`config.mk`:
```
export PLATFORM = sky130hd
export DESIGN_NAME = bumpy_motion
export DESIGN_NICKNAME = d
export VERILOG_FILES = /design/src/rtl/bumpy_pkg.sv /design/src/rtl/bumpy_tile_class.sv /design/src/rtl/bumpy_motion.sv
export SDC_FILE = /design/constraint.sdc
export NUM_CORES = 1
export LEC_CHECK = 0
export ABC_AREA = 1
export CORE_MARGIN = 2
export CORE_UTILIZATION = 65
export CTS_BUF_LIST = sky130_fd_sc_hd__clkbuf_4 sky130_fd_sc_hd__clkbuf_8 sky130_fd_sc_hd__clkbuf_16
export DETAILED_ROUTE_END_ITERATION = 6
export HOLD_SLACK_MARGIN = 0.02
export PLACE_DENSITY = 0.92
export SYNTH_ARGS = -nofsm -noshare
export SYNTH_HDL_FRONTEND = slang
export SYNTH_HIERARCHICAL = 1
export SYNTH_SLANG_ARGS = --single-unit
export TNS_END_PERCENT = 100
```
`constraint.sdc`:
```
create_clock -name clk -period 8.7 [get_ports clk]
set_input_delay 2.61 -clock clk [delete_from_list [all_inputs] [get_ports clk]]
set_output_delay 2.61 -clock clk [all_outputs]
set_load 0.01 [all_outputs]
```
`src/rtl/bumpy_pkg.sv`:
```
// Shared tile encoding, area indices and fixed-point helpers for the Bumpy
// motion engine and the tile/step controller.
package bumpy_pkg;

  typedef logic [2:0] tile_t;

  localparam tile_t FREE  = 3'd0;
  localparam tile_t REGU  = 3'd1;
  localparam tile_t GATE  = 3'd2;
  localparam tile_t DEATH = 3'd3;
  localparam tile_t WALL  = 3'd4;
  localparam tile_t SPIKE = 3'd5;
  localparam tile_t BRAKE = 3'd6;

  localparam int AREA_LEFT  = 0;
  localparam int AREA_UP    = 1;
  localparam int AREA_RIGHT = 2;
  localparam int AREA_DOWN  = 3;

  localparam int FP_SHIFT = 6;
  // One 64-pixel tile expressed in fixed point (64 * 64 = 1 << 12)
  localparam int TILE_SHIFT = 12;
  localparam int TILE_FP    = 1 << TILE_SHIFT;

  typedef enum logic [1:0] {StWait, StPlay, StDying} state_t;

  // Round a non-negative fixed-point coordinate down to its tile boundary
  function automatic logic signed [31:0] tile_floor(input logic signed [31:0] v);
    return {v[31:TILE_SHIFT], {TILE_SHIFT{1'b0}}};
  endfunction

  // Round a non-negative fixed-point coordinate up to a tile boundary
  function automatic logic signed [31:0] tile_ceil(input logic signed [31:0] v);
    return tile_floor(v + (TILE_FP - 1));
  endfunction

endpackage

```
`src/rtl/bumpy_tile_class.sv`:
```
// Decodes one neighbour tile type into the collision classes used by physics.
module bumpy_tile_class
  import bumpy_pkg::*;
(
  input  logic [2:0] tile,
  output logic       is_solid,
  output logic       is_lethal,
  output logic       is_gate,
  output logic       is_brake
);

  // Tile type to class flags; unknown encodings are passable
  always_comb begin
    is_solid  = 1'b0;
    is_lethal = 1'b0;
    is_gate   = 1'b0;
    is_brake  = 1'b0;
    case (tile)
      REGU, WALL: is_solid = 1'b1;
      GATE: begin
        is_solid = 1'b1;
        is_gate  = 1'b1;
      end
      BRAKE: begin
        is_solid = 1'b1;
        is_brake = 1'b1;
      end
      SPIKE, DEATH: is_lethal = 1'b1;
      default: ;
    endcase
  end

endmodule

```
`src/rtl/bumpy_motion.sv`:
```
// Per-frame motion/physics engine for the Bumpy sprite.
// Three-step frame pipeline: sample (N), velocity (N+1), position/collision (N+2).
// Optional: define BUMPY_BRAKE_TILE_EN to give BRAKE tiles a half-height bounce.
module bumpy_motion
  import bumpy_pkg::*;
#(
  parameter int INITIAL_X    = 64,
  parameter int INITIAL_Y    = 256,
  parameter int BUMPY_SIZE   = 32,
  parameter int GRAVITY      = 4,
  parameter int JUMP_SPEED   = 384,
  parameter int MAX_FALL     = 512,
  parameter int X_SPEED      = 128,
  parameter int DEATH_FRAMES = 60,
  parameter int SCREEN_W     = 640,
  parameter int SCREEN_H     = 448
) (
  input  logic            clk,
  input  logic            resetN,
  input  logic            startOfFrame,
  input  logic            start,
  input  logic            left_key,
  input  logic            right_key,
  input  logic [3:0][2:0] area,
  output logic [10:0]     bumpy_x,
  output logic [10:0]     bumpy_y,
  output logic            death,
  output logic            level_done,
  output logic            active
);

  localparam int SIZE_FP = BUMPY_SIZE << FP_SHIFT;
  localparam int SPAWN_X = INITIAL_X << FP_SHIFT;
  localparam int SPAWN_Y = INITIAL_Y << FP_SHIFT;
  localparam int X_MAX   = (SCREEN_W - BUMPY_SIZE) << FP_SHIFT;
  localparam int Y_LIMIT = SCREEN_H << FP_SHIFT;
  localparam int CNT_W   = $clog2(DEATH_FRAMES + 1);

  state_t                    state_q, state_d;
  logic signed [31:0]        x_q, x_d, y_q, y_d, vx_q, vx_d, vy_q, vy_d;
  logic        [CNT_W-1:0]   cnt_q, cnt_d;
  logic                      death_q, death_d, done_q, done_d;
  logic        [3:0][2:0]    area_q;
  logic                      left_q, right_q;
  logic                      vel_q, pos_q;
  logic        [3:0]         solid, lethal, gate, brake;

  for (genvar i = 0; i < 4; i++) begin : g_class
    bumpy_tile_class u_class (
      .tile      (area_q[i]),
      .is_solid  (solid[i]),
      .is_lethal (lethal[i]),
      .is_gate   (gate[i]),
      .is_brake  (brake[i])
    );
  end

  logic unused_class;
  assign unused_class = ^{lethal[AREA_UP], gate[2:0], brake};

  logic signed [31:0] nx, ny, vy_hit, left_bnd, right_bnd, top_bnd, bot_bnd;
  logic               land, fell;

  // Candidate position after this frame's move, with wall/ceiling/floor clamps
  always_comb begin
    nx        = x_q + vx_q;
    ny        = y_q + vy_q;
    vy_hit    = vy_q;
    left_bnd  = tile_floor(x_q);
    right_bnd = tile_ceil(x_q + SIZE_FP);
    top_bnd   = tile_floor(y_q);
    bot_bnd   = tile_ceil(y_q + SIZE_FP);
    // Lethal side tiles block like walls
    if (vx_q < 0 && (solid[AREA_LEFT] || lethal[AREA_LEFT]) && nx < left_bnd) begin
      nx = left_bnd;
    end
    if (vx_q > 0 && (solid[AREA_RIGHT] || lethal[AREA_RIGHT]) &&
        nx + SIZE_FP > right_bnd) begin
      nx = right_bnd - SIZE_FP;
    end
    if (nx < 0) begin
      nx = '0;
    end else if (nx > X_MAX) begin
      nx = X_MAX;
    end
    // Falling out is judged on the unclamped move so a floor cannot hide it
    fell = ny + SIZE_FP > Y_LIMIT;
    land = vy_q > 0 && (solid[AREA_DOWN] || lethal[AREA_DOWN]) && ny + SIZE_FP >= bot_bnd;
    if (land) begin
      ny = bot_bnd - SIZE_FP;
    end else if (vy_q < 0 && solid[AREA_UP] && ny < top_bnd) begin
      ny     = top_bnd;
      vy_hit = '0;
    end
    if (ny < 0) begin
      ny     = '0;
      vy_hit = '0;
    end
  end

  // Next state: start handling, frame physics, death countdown and respawn
  always_comb begin
    state_d = state_q;
    x_d     = x_q;
    y_d     = y_q;
    vx_d    = vx_q;
    vy_d    = vy_q;
    cnt_d   = cnt_q;
    death_d = 1'b0;
    done_d  = 1'b0;
    unique case (state_q)
      StWait: begin
        if (start) begin
          state_d = StPlay;
          vy_d    = '0;
        end
      end
      StPlay: begin
        if (vel_q) begin
          vx_d = (left_q && !right_q) ? -X_SPEED : ((right_q && !left_q) ? X_SPEED : 0);
          vy_d = (vy_q + GRAVITY > MAX_FALL) ? MAX_FALL : vy_q + GRAVITY;
        end else if (pos_q) begin
          if (fell || (land && lethal[AREA_DOWN])) begin
            // Position freezes where it was before the fatal move
            death_d = 1'b1;
            state_d = StDying;
            cnt_d   = CNT_W'(DEATH_FRAMES);
          end else if (land && gate[AREA_DOWN]) begin
            done_d  = 1'b1;
            state_d = StWait;
            x_d     = SPAWN_X;
            y_d     = SPAWN_Y;
            vx_d    = '0;
            vy_d    = '0;
          end else begin
            x_d  = nx;
            y_d  = ny;
            vy_d = vy_hit;
            if (land) begin
              vy_d = -JUMP_SPEED;
`ifdef BUMPY_BRAKE_TILE_EN
              if (brake[AREA_DOWN]) begin
                vy_d = -(JUMP_SPEED >>> 1);
                vx_d = vx_q >>> 1;
              end
`endif
            end
          end
        end
      end
      StDying: begin
        if (startOfFrame) begin
          if (cnt_q <= CNT_W'(1)) begin
            state_d = StWait;
            cnt_d   = '0;
            x_d     = SPAWN_X;
            y_d     = SPAWN_Y;
            vx_d    = '0;
            vy_d    = '0;
          end else begin
            cnt_d = cnt_q - 1'b1;
          end
        end
      end
      default: state_d = StWait;
    endcase
  end

  // State, kinematics and pulse registers; reset aborts a frame in flight
  always_ff @(posedge clk or negedge resetN) begin
    if (!resetN) begin
      state_q <= StWait;
      x_q     <= SPAWN_X;
      y_q     <= SPAWN_Y;
      vx_q    <= '0;
      vy_q    <= '0;
      cnt_q   <= '0;
      death_q <= 1'b0;
      done_q  <= 1'b0;
      area_q  <= '0;
      left_q  <= 1'b0;
      right_q <= 1'b0;
      vel_q   <= 1'b0;
      pos_q   <= 1'b0;
    end else begin
      state_q <= state_d;
      x_q     <= x_d;
      y_q     <= y_d;
      vx_q    <= vx_d;
      vy_q    <= vy_d;
      cnt_q   <= cnt_d;
      death_q <= death_d;
      done_q  <= done_d;
      vel_q   <= startOfFrame && (state_q == StPlay);
      pos_q   <= vel_q;
      if (startOfFrame) begin
        area_q  <= area;
        left_q  <= left_key;
        right_q <= right_key;
      end
    end
  end

  assign bumpy_x    = x_q[FP_SHIFT +: 11];
  assign bumpy_y    = y_q[FP_SHIFT +: 11];
  assign death      = death_q;
  assign level_done = done_q;
  assign active     = (state_q == StPlay);

endmodule

```
Yosys cells after proc, flatten, opt, wreduce, memory -nomap -nowiden
Cells that the tools add are included.
Word-level totals
  bits in registers: 154
  bits of input ports: 18
  output and inout port bits: 25
  word-level logic and storage cells: 183
Cells by class
  $add $sub $neg: 12
  $lt $le $gt $ge: 14
  eq/ne operators: 36
  mux-type cells: 71
  reductions and logical operators: 34
Operator list (count)
  32-bit two-way mux: 35
  32-bit by 13-bit adder with 32-bit output (second input constant): 6
  32-bit one-hot mux with 2 select lines: 3
  32-bit by 1-bit less-than comparator with 1-bit output (second input constant): 4
  32-bit one-hot mux with 3 select lines: 1
  32-bit adder: 2
  32-bit by 1-bit > comparator with 1-bit output (second input constant): 2
  32-bit less-than comparator: 2
  32-bit by 13-bit subtractor with 32-bit output (second input constant): 2
  3-bit equality test (second input constant): 11
  32-bit by 4-bit adder with 32-bit output (second input constant): 1
  32-bit greater-or-equal comparator: 1
  32-bit by 11-bit > comparator with 1-bit output (second input constant): 1
  32-bit by 16-bit > comparator with 1-bit output (second input constant): 1
  32-bit by 17-bit > comparator with 1-bit output (second input constant): 1
  32-bit > comparator: 1
  6-bit two-way mux: 5
  3-bit by 2-bit equality test with 1-bit output (second input constant): 7
  6-bit AND reduction: 3
  1-bit two-way mux: 17
  4-bit OR reduction: 4
  2-bit two-way mux: 7
  1-bit logical AND: 13
  3-bit by 1-bit equality test with 1-bit output (second input constant): 4
  other kinds (20): 33

Longest topological paths before layout
  word-level depth: 19
  depth in mapped cells: 56
  gate-level depth less buffers: 55

Modules after synthesis
Netlist, hierarchy kept.
By module, submodules not included
  bumpy_motion: instances 1, cells an instance 2584, area each 15802.7 sq um, seq. area each 3005.4 sq um
  bumpy_tile_class: instances 4, cells an instance 13, area each 55.1 sq um, seq. area each 0.0 sq um

Least setup slack after synthesis
Ideal clock, no wire load.
  kind: register to register
  start: reg vx_q[30]
  end: reg x_q[3]
  setup time: 0.065 ns
  arrival: 7.497 ns
  data required time: 8.635 ns
  path slack: 1.138 ns
  cell stages (with the launch flop): 56
  path buffers: 3
  period minus slack after synthesis: 7.562 ns
  cells stage by stage: dfrtp_1 inv_1 fa_1 o21ai_1 a31o_2 a21oi_1 inv_1 nand2_1 nand2_1 xor2_1 inv_1 ha_1 a21oi_1 o21ai_0 a21oi_1 o21bai_1 a211oi_1 nand2_1 (+20 left out) nor4b_1 nand2_1 nand3_1 xor2_1 nor2_1 nand2_1 clkbuf_1 nand2_1 nand2_1 nand2_1 nor2_1 nand2_1 nor2_1 nand2_1 nand2_2 buf_4 nand3_1 nand2_1
Between the ends
  word-level cells in the longest chain between the ends: 16
  elaborated cells between the ends (all ways): 21
  those cells by class: add/sub (2); order compare (6); mux (9); reduce/logical (4)
RTL lines
  start: declaration: RTL line bumpy_motion.sv:40  | logic signed [31:0] x_q, x_d, y_q, y_d, vx_q, vx_d, vy_q, vy_d;
  start signal: assignment: RTL line bumpy_motion.sv:189  | vx_q <= vx_d;
  32-bit adder / 32-bit by 1-bit less-than comparator with 1-bit output (equally long branches): RTL line bumpy_motion.sv:66, bumpy_motion.sv:74
  32-bit less-than comparator / 1-bit logical AND (equally long branches): RTL line bumpy_motion.sv:74  | if (vx_q < 0 && (solid[AREA_LEFT] || lethal[AREA_LEFT]) && nx < left_bnd) begin
  1-bit logical AND: RTL line bumpy_motion.sv:74
  32-bit two-way mux: RTL line bumpy_motion.sv:74
  32-bit by 13-bit adder with 32-bit output: RTL line bumpy_motion.sv:78  | nx + SIZE_FP > right_bnd) begin
  32-bit > comparator: RTL line bumpy_motion.sv:78
  1-bit logical AND: RTL line bumpy_motion.sv:77  | if (vx_q > 0 && (solid[AREA_RIGHT] || lethal[AREA_RIGHT]) &&
  32-bit two-way mux *: RTL line bumpy_motion.sv:77
  32-bit by 17-bit > comparator with 1-bit output: RTL line bumpy_motion.sv:83  | end else if (nx > X_MAX) begin
  32-bit two-way mux: RTL line bumpy_motion.sv:83
  32-bit two-way mux *: RTL line bumpy_motion.sv:81  | if (nx < 0) begin
  32-bit two-way mux *: RTL line bumpy_motion.sv:128  | end else if (land && gate[AREA_DOWN]) begin
  32-bit two-way mux *: RTL line bumpy_motion.sv:123  | if (fell || (land && lethal[AREA_DOWN])) begin
  32-bit two-way mux *: RTL line bumpy_motion.sv:122  | end else if (pos_q) begin
  32-bit two-way mux *: RTL line bumpy_motion.sv:119  | if (vel_q) begin
  32-bit one-hot mux with 2 select lines *: RTL line bumpy_motion.sv:111  | unique case (state_q)
  end signal: assignment: RTL line bumpy_motion.sv:173  | x_q <= SPAWN_X;
  end signal: assignment: RTL line bumpy_motion.sv:187  | x_q <= x_d;
  end: declaration: RTL line bumpy_motion.sv:40
Mark *: on every way between the ends. The rest lies on a longest branch, timed or not. The select of a mux whose other input is x is not followed.
A chain may end at the register's enable or synchronous reset.

Worst setup path in the final report
  start: reg vx_q[30]
  end: reg x_q[15]
Same word-level chain as after synthesis.

==> impl_metrics.csv <==
group,metric,value,unit
yosys,syn_area_per_cell,6.085,um2
global_route,grt_usage,43.18,%
clocking,clock_latency,0.43,ns
worst_setup_path,crit_fanout,25,
floorplanning,die_y,160.8,um
placed_design,placed_area,0.01654,mm2
sta,finalCriticalPeriod,7.989,ns
sta,fin_setup_tns,0,ns
sta,rsz0062_at_grt,"false",
finish,drive_gt1_share,6.055,%
route,wl,56710,um
flow_run,drv_cap,0,
yosys,netlist_area,0.01598,mm2
yosys,yosysWarnings,6,
clocking,path_clk_slew,0.06,ns
route,wire_per_inst,19.01,um
route,drc_errors,0,
finish,antennaDiodeCount,0,
sta,worst_pin_slew,1.087,ns
floorplanning,die_area,0.02585,mm2
route,drt.antenna.violating_nets,0,
finish,area_growth,8.128,%
status,status,"finished clean",
global_route,antenna_found_initial,2,
floorplanning,die_w,160.8,um
floorplanning,ioPinCount,43,
sta,finalHoldViolCount,0,
floorplanning,core,0.02425,mm2
worst_setup_path,cp.required,9.03,ns
sta,finalCritPeriodShare,91.83,%
clocking,clk_path_buf_depth,2,
global_route,grt_pass1_vias,17030,
route,via_count,18410,
finish,nNetsFinal,2808,
placed_design,portBuffers,42,
clocking,cts-root-buf,"clkbuf_16",
finish,stdcell_area,0.01728,mm2
sta,finalClockSkew,0.01029,ns
sta,setup_violations,0,
global_route,grt_pass1_wl,88560,um
worst_setup_path,path_common_cell,"nand2_1",
global_route,overflow,0,
sta,drv_slew,0,
yosys,synth_nets,2788,
worst_setup_path,cp-end-kind,"flip-flop",
sta,slew_headroom,26.74,%
worst_setup_path,cp-start-kind,"flip-flop",
worst_setup_path,slowest_stage,"o21ai_0",
floorplanning,rows,57,
worst_setup_path,cp_num_buf_inv,6,
route,viasPerCell,6.171,
worst_setup_path,max_stage_delay,0.65,ns
hold_path,hp-class,"flip-flop to flip-flop",
route,firstDrtPassIters,6,
finish,n_fill_cell,2159,
worst_setup_path,worstPathArrival,8.31,ns
yosys,syn_inst,2626,
route,drt_iter0_markers,2047,
sta,fmax,0.1252,GHz
global_route,grt_max_degree,72,
placed_design,place_hpwl,44650,um
clocking,cts_tree,"built",
placed_design,globalplace.congestion,1.112,
floorplanning,initial_utilization,65.90,%
clocking,numCtsBuffers,17,
clocking,cts.sinks,120,
worst_setup_path,cp_top_family,"simple AND/OR/NAND/NOR gates",
clocking,cts_max_level,4,
worst_setup_path,path_class,"flip-flop to flip-flop",
clocking,cts_hold_buf,0,
sta,holdWs,0.5162,ns
state kept, by name, summed over array words and instances, names as in the netlist:
signal / flops
x_q: 31
death: 1
level_done: 1
y_q: 31
left_q: 1
vel_q: 1
cnt_q: 6
state_q: 2
vy_q: 30
right_q: 1
pos_q: 1
area_q: 12
vx_q: 2
metrics by stage:
stage	worst slack, ns	utilization, %	instances
after floorplan	1.138	-	2626
after global placement	0.6917	68.21	2946
after detailed placement	0.3532	68.21	2946
after CTS	0.2793	70.68	2978
after global routing	0.007796	71.25	2983
final	0.7106	71.25	2983
what timing repair did:
| item | in CTS | in global routing |
|---|---|---|
| gates resized for setup | 0 | 28 |
| endpoints found under the setup margin | 0 | 16 |
| buffers inserted | 0 | 4 |
layer usage:
| metal | track usage, % | routed length [um] |
|---|---|---|
| met1 | 59.73 | 22750 |
| met2 | 65.40 | 23870 |
| met3 | 11.93 | 8100 |
| met4 | 14.16 | 1968 |
| met5 | 0 | 25 |
final timing paths:
kind	from	end	slack, ns	depth (start not counted)
hold reg to reg	cnt_q[5]$_DFFE_PN0P_	cnt_q[5]$_DFFE_PN0P_	0.52	2
hold / removal	cnt_q[5]$_DFFE_PN0P_	cnt_q[5]$_DFFE_PN0P_	0.52	2
setup / recovery	vx_q[30]$_DFFE_PN0P_	x_q[15]$_DFFE_PN0P_	0.71	47
max in group asynchronous	resetN	vx_q[30]$_DFFE_PN0P_	5.01	2
setup reg to reg	vx_q[30]$_DFFE_PN0P_	x_q[15]$_DFFE_PN0P_	0.71	47
min in group asynchronous	resetN	cnt_q[5]$_DFFE_PN0P_	2.20	1
worst reg2reg max path: cells and delay by family (launching register included):
kind | cells | cell delay [ns]
buffers and inverters | 6 | 0.95
and+or+nand+nor | 30 | 3.36
DFF | 1 | 0.55
AOI/OAI and AO/OA | 5 | 1.59
xor gates and xnor gates | 3 | 0.52
adders and majority gates | 3 | 0.90
placed cells by master (no fill, tap or decap), types with 4 or more instances in the layout:
master and instances:
nor3_2 7, o21ai_0 131, clkinvlp_4 4, nand2_4 4
inv_2 8, o211ai_1 5, a31oi_1 6, dfrtp_1 117
nor4_1 21, nand3_2 4, nand3_1 227, nand2_1 735
a21oi_1 115, clkbuf_16 17, or2_2 5, xor2_1 91
nand4_1 70, xnor2_1 26, a21oi_2 6, nor2_1 280
inv_1 361, o21bai_1 10, buf_4 27, nor2_2 12
nand2_2 19, o21ai_1 24, inv_6 7, xor2_2 4
clkdlybuf4s50_1 41, nand3b_1 15, mux2_2 13, ha_1 142
nor3_1 58
final cells by class:
class                   count  area (um2)  share of cell area (%)
repair buffers             69       628.1                   3.635
flip-flops and latches    120        3009                   17.42
clock inverters            14       160.2                  0.9269
multi-input cells        2067       11230                   65.02
clock buffers              18       439.2                   2.542
well taps                 324       405.4                   2.346
inverters                 371        1401                   8.111
Power is not shown: default switching activity piles up to over one toggle a cycle in this logic, so the estimate is an artifact.
